`src/rtl/result_writer.sv`:
```
`default_nettype none
// ============================================================================
//  Module   : result_writer
//  Captures per-sample error values into a register file, then streams them
//  back out in index order over a valid/ready handshake with a done pulse.
//  Revision : 1.0
// ============================================================================
module result_writer #(
    parameter int DATA_W = 20,
    parameter int DEPTH  = 150,
    parameter int CNT_W  = 8
) (
    input  logic              clk,
    input  logic              rst,
    input  logic              start,
    input  logic [CNT_W-1:0]  n_samples,
    input  logic              err_valid,
    input  logic [DATA_W-1:0] err_in,
    output logic [DATA_W-1:0] data_out,
    output logic [CNT_W-1:0]  out_index,
    output logic              out_valid,
    input  logic              out_ready,
    output logic              busy,
    output logic [CNT_W-1:0]  wr_count,
    output logic              done
);

    localparam logic [1:0]       c_IDLE    = 2'd0;
    localparam logic [1:0]       c_COLLECT = 2'd1;
    localparam logic [1:0]       c_DRAIN   = 2'd2;
    localparam logic [1:0]       c_DONE    = 2'd3;
    localparam logic [CNT_W-1:0] c_DEPTH   = CNT_W'(DEPTH);

    logic [1:0]        state_q,     state_d;
    logic [CNT_W-1:0]  n_eff_q,     n_eff_d;
    logic [CNT_W-1:0]  wr_count_q,  wr_count_d;
    logic [CNT_W-1:0]  out_index_q, out_index_d;
    logic [DATA_W-1:0] mem_q [DEPTH];

    logic [CNT_W-1:0]  w_n_eff;
    logic [CNT_W-1:0]  w_wr_next;
    logic              w_mem_we;

    // The clamp keeps every counter strictly below 2^CNT_W.
    assign w_n_eff   = (n_samples > c_DEPTH) ? c_DEPTH : n_samples;
    assign w_wr_next = wr_count_q + 1'b1;

    always_ff @(posedge clk or negedge rst) begin
        if (!rst) begin
            state_q     <= c_IDLE;
            n_eff_q     <= '0;
            wr_count_q  <= '0;
            out_index_q <= '0;
        end else begin
            state_q     <= state_d;
            n_eff_q     <= n_eff_d;
            wr_count_q  <= wr_count_d;
            out_index_q <= out_index_d;
        end
    end

    always_comb begin
        state_d     = state_q;
        n_eff_d     = n_eff_q;
        wr_count_d  = wr_count_q;
        out_index_d = out_index_q;
        w_mem_we    = 1'b0;
        case (state_q)
            c_IDLE: begin
                if (start) begin
                    n_eff_d     = w_n_eff;
                    wr_count_d  = '0;
                    out_index_d = '0;
                    state_d     = (w_n_eff == '0) ? c_DONE : c_COLLECT;
                end
            end
            c_COLLECT: begin
                if (err_valid) begin
                    w_mem_we   = 1'b1;
                    wr_count_d = w_wr_next;
                    if (w_wr_next == n_eff_q) begin
                        state_d = c_DRAIN;
                    end
                end
            end
            c_DRAIN: begin
                if (out_ready) begin
                    out_index_d = out_index_q + 1'b1;
                    if (out_index_q == n_eff_q - 1'b1) begin
                        state_d = c_DONE;
                    end
                end
            end
            default: begin
                state_d = c_IDLE;
            end
        endcase
    end

    always_ff @(posedge clk) begin
        if (w_mem_we) begin
            mem_q[wr_count_q] <= err_in;
        end
    end

    always_comb begin
        out_valid = 1'b0;
        busy      = 1'b0;
        done      = 1'b0;
        data_out  = '0;
        case (state_q)
            c_COLLECT: busy = 1'b1;
            c_DRAIN: begin
                busy      = 1'b1;
                out_valid = 1'b1;
                data_out  = mem_q[out_index_q];
            end
            c_DONE:  done = 1'b1;
            default: ;
        endcase
    end

    assign out_index = out_index_q;
    assign wr_count  = wr_count_q;

endmodule
`default_nettype wire

```
`config.mk`:
```
export PLATFORM = sky130hd
export DESIGN_NAME = result_writer
export DESIGN_NICKNAME = d
export VERILOG_FILES = /design/src/rtl/result_writer.sv
export SDC_FILE = /design/constraint.sdc
export NUM_CORES = 2
export LEC_CHECK = 0
export BUFFER_PORTS_ARGS = -buffer_cell sky130_fd_sc_hd__buf_2
export CAP_MARGIN = 30
export CORE_MARGIN = 1.5
export CORE_UTILIZATION = 57
export DETAILED_ROUTE_END_ITERATION = 7
export GPL_ROUTABILITY_DRIVEN = 0
export PLACE_DENSITY = 0.76
export REMOVE_ABC_BUFFERS = 1
export SYNTH_ARGS = -nofsm -noshare
export SYNTH_HDL_FRONTEND = slang
export SYNTH_SLANG_ARGS = --single-unit
```
`constraint.sdc`:
```
create_clock -name clk -period 2.7 [get_ports clk]
set_input_delay 0.135 -clock clk [delete_from_list [all_inputs] [get_ports clk]]
set_output_delay 0.135 -clock clk [all_outputs]
set_load 0.01 [all_outputs]
```
==> flow_metrics.env <==
export IMPL_outcome="finished with violations"
export IMPL_violations="setup timing"
export IMPL_io_buffer_count=71
export IMPL_critPathKind="flop to output pin"
export IMPL_ir_worst_vdd_mv=0.6050
export IMPL_nFillCells=11550
export IMPL_crit_chain="buf_4 > buf_12 > buf_12 > buf_16 > buf_12 > buf_4 > mux4_2 > mux4_2 > mux2i_2 > o32ai_2 > buf_2"
export IMPL_fin_cells=9277
export IMPL_grt_use_total_pct=33.46
export IMPL_synth_seq_area_share_pct=76.91
export IMPL_slew_headroom_pct=26.60
export IMPL_ios=72
export IMPL_period_minus_slack_ns=4.552
export IMPL_dp_cells=8603
export IMPL_post_dp_hpwl_um=199500
export IMPL_grt_setup_unrepaired="yes"
export IMPL_setup_slack_ns=-1.852
export IMPL_syn_to_final_growth_pct=19.83
export IMPL_netlist_area_mm2=0.1180
export IMPL_grt_pass1_vias=64530
export IMPL_drtIter0Drc=12020
export IMPL_syn_inst=5411
export IMPL_arrival_ns=4.42
export IMPL_drt_wl_total_um=359100
export IMPL_grt_ovfl_total=0
export IMPL_final_area_mm2=0.1414
export IMPL_worstSetupEndpointType="output pin"
export IMPL_die_area_mm2=0.2097
export IMPL_critPathRequiredTime_ns=2.57
export IMPL_dr_pass1_iters=6
export IMPL_avgSynthCellArea_um2=21.80
export IMPL_start_util_pct=57.49
export IMPL_core_area_mm2=0.2052
export IMPL_totalPowerFinal_mw=121.9
export IMPL_viasPerCell=7.065
export IMPL_min_period_over_period_pct=168.6
export IMPL_num_vias=65550
export IMPL_drtAntennaViolNets=0
export IMPL_synthFlopType="edfxtp_1"
export IMPL_clock_sinks=3026
export IMPL_rows=166
export IMPL_total_leakage_power_nw=44.49
export IMPL_path_clk_slew_ns=0.06
export IMPL_multi_input_area_mm2=0.02664
export IMPL_synth_edff_count=3000
export IMPL_layout_nets=6404
export IMPL_cts_max_path_buffers=4
export IMPL_crit_top_cell="buf_12"
export IMPL_yosysTopAreaCellShare_pct=76.36
export IMPL_fmax_mhz=219.7
export IMPL_cp_slowest_cell="mux4_2"
export IMPL_tightest_slew_ns=1.101
export IMPL_synth_largest_area_cell="edfxtp_1"
export IMPL_fin_worst_skew_ns=0.09759
export IMPL_antenna_found_initial=22
export IMPL_hold_viol_final=0
export IMPL_numCtsBuffers=310
export IMPL_grt_max_degree=151
export IMPL_netlist_top_cells_area="edfxtp_1 (76%), mux4_2 (12%), mux2i_1 (3.0%), nor2_1 (0.68%), mux4_1 (0.60%)"
export IMPL_setup_viol=20
export IMPL_hp_class="primary input to flop"
export IMPL_cts_tree="done"
export IMPL_crit_fanout=12
export IMPL_drive_above_1_share_pct=35.87
export IMPL_regArea_mm2=0.09076
export IMPL_yosysWarnings=0
export IMPL_tns_ns=-34.87
export IMPL_wl_per_cell_um=38.71
export IMPL_root_buffer="clkbuf_16"
export IMPL_die_h_um=457.9
export IMPL_ys_ff_latch=3026
export IMPL_ys_types=75
export IMPL_slowest_delay_ns=0.52
export IMPL_clock_latency_ns=1.00
export IMPL_synth_async_reset_ratio_pct=0.8592
export IMPL_drv_slew=0
export IMPL_die_width_um=457.9
export IMPL_power_density_mw_per_mm2=862.3
export IMPL_drv_cap=0
export IMPL_grt_pass1_wl_um=489400
export IMPL_critPathLaunchType="flop"
export IMPL_cts_max_level=5
export IMPL_drc=0
export IMPL_placed_area_mm2=0.1283
final cells by class:
type	instances	area share [%]
Sequential cell	3026	64.20
Multi-Input combinational cell	2061	18.84
Timing Repair Buffer	947	7.718
Clock buffer	369	5.764
Tap cell	2688	2.379
Clock inverter	161	1.039
Inverter	15	0.03983
Antenna cell	10	0.01770
per-stage QoR:
stage / utilization (%) / hold slack, ns / setup WS [ns]
3_3_place_gp: 62.50 / 0.1916 / -1.522
6_report: 68.89 / 0.07341 / -1.852
4_1_cts: 68.17 / 0.03429 / -1.793
2_1_floorplan: - / -0.1606 / -32.95
5_1_grt: 68.88 / 0.09804 / -1.903
3_5_place_dp: 62.51 / 0.1962 / -1.508
cells in the mapped netlist (9+ instances only):
cell type / n
mux2i_1: 356
a221o_1: 11
buf_12: 17
and3_1: 10
a221oi_1: 47
o22ai_1: 58
nor2b_1: 18
buf_8: 25
edfxtp_1: 3000
ha_1: 10
nand2_1: 109
a211o_1: 9
buf_4: 36
o21ai_0: 67
a21oi_1: 90
a22o_1: 14
mux4_1: 27
nor3_1: 44
inv_1: 14
buf_1: 22
o32ai_1: 12
xnor2_1: 13
mux4_2: 626
buf_2: 71
nor2_1: 213
nand3_1: 35
xor2_1: 11
a211oi_1: 25
nand2b_1: 12
clkbuf_1: 91
buf_6: 35
o221ai_1: 34
mux2_2: 61
dfrtp_1: 26
a22oi_1: 54
a31oi_1: 18
placed cells by master, fill, tap and decap left out, types with 15 or more instances in the layout:
cell type	Yosys	routed
a21oi_1	90	79
a221oi_1	47	30
a221oi_2	3	16
a22oi_1	54	52
buf_12	17	234
buf_16	0	18
buf_2	71	45
buf_4	36	545
buf_6	35	41
bufinv_16	0	26
clkbuf_1	91	51
clkbuf_16	0	327
clkinv_1	0	70
clkinv_2	0	36
clkinvlp_4	0	15
dfrtp_1	26	19
dlygate4sd3_1	0	37
edfxtp_1	3000	3000
mux2_2	61	57
mux2i_1	356	330
mux2i_2	0	21
mux4_1	27	21
mux4_2	626	632
nand2_1	109	105
nand3_1	35	34
nor2_1	213	60
nor2_2	0	145
nor3_4	0	16
o21ai_0	67	57
o221ai_1	34	29
o22ai_1	58	45
timing repair:
item	4_1_cts	5_1_grt
hold buffers	38	0
endpoints found under the hold margin	1928	0
pin swaps	29	53
setup endpoints to repair	21	23
gates cloned	10	10
gates resized for setup	203	181
buffers inserted	34	56
state kept, by name, indices dropped and copies added, names as in the netlist:
register / cells
mem_q: 3000
wr_count: 8
state_q: 2
n_eff_q: 8
out_index: 8
power breakdown:
group	switching, mW	total, mW	internal, mW
Clock	17.9	41.8	23.9
Sequential	0.224	52.0	51.8
Combinational	15.2	28.0	12.9
Total	33.3	122	88.6
metal layers:
metal | vias up | global-route usage, % | part of all wire [%]
li1 | 24750 | - | -
met1 | 33220 | 43.63 | 32
met2 | 6340 | 51.20 | 47
met3 | 1237 | 9.743 | 15
met4 | 2 | 18.36 | 6.7
met5 | - | 0 | 0.0028
critical path: cells and delay by family (launching register included):
| kind | cells | cell delay (ns) |
|---|---|---|
| AO/OA/AOI/OAI | 1 | 0.27 |
| multiplexers | 3 | 1.52 |
| buffers and inverters | 7 | 1.16 |
| flip-flops | 1 | 0.48 |
logic make-up after synthesis:
| group | count (synthesis) | share of synthesized area [%] |
|---|---|---|
| flip-flops | 3026 | 76.91 |
| multiplexers | 1070 | 16.15 |
| AO/OA/AOI/OAI | 481 | 2.857 |
| AND/OR/NAND/NOR | 476 | 1.794 |
| buffers and inverters | 324 | 1.997 |
| XOR/XNOR | 24 | 0.1782 |
| adder cells (fa/ha/maj) | 10 | 0.1061 |
path summary, 6_finish.rpt:
kind                              startpoint        endpoint  slack, ns  depth (start not counted)
worst min register to register    n_eff_q[7]      n_eff_q[7]       0.59                          1
max in group asynchronous                rst    out_index[3]       1.94                          4
worst min-delay path              err_in[16]  mem_q[142][16]       0.07                          2
worst max register to register   wr_count[2]      state_q[0]       0.01                          8
min in group asynchronous                rst    out_index[5]       0.49                          4
worst max-delay path            out_index[0]     data_out[1]      -1.85                         11
Power figures use the tool's default switching activity.
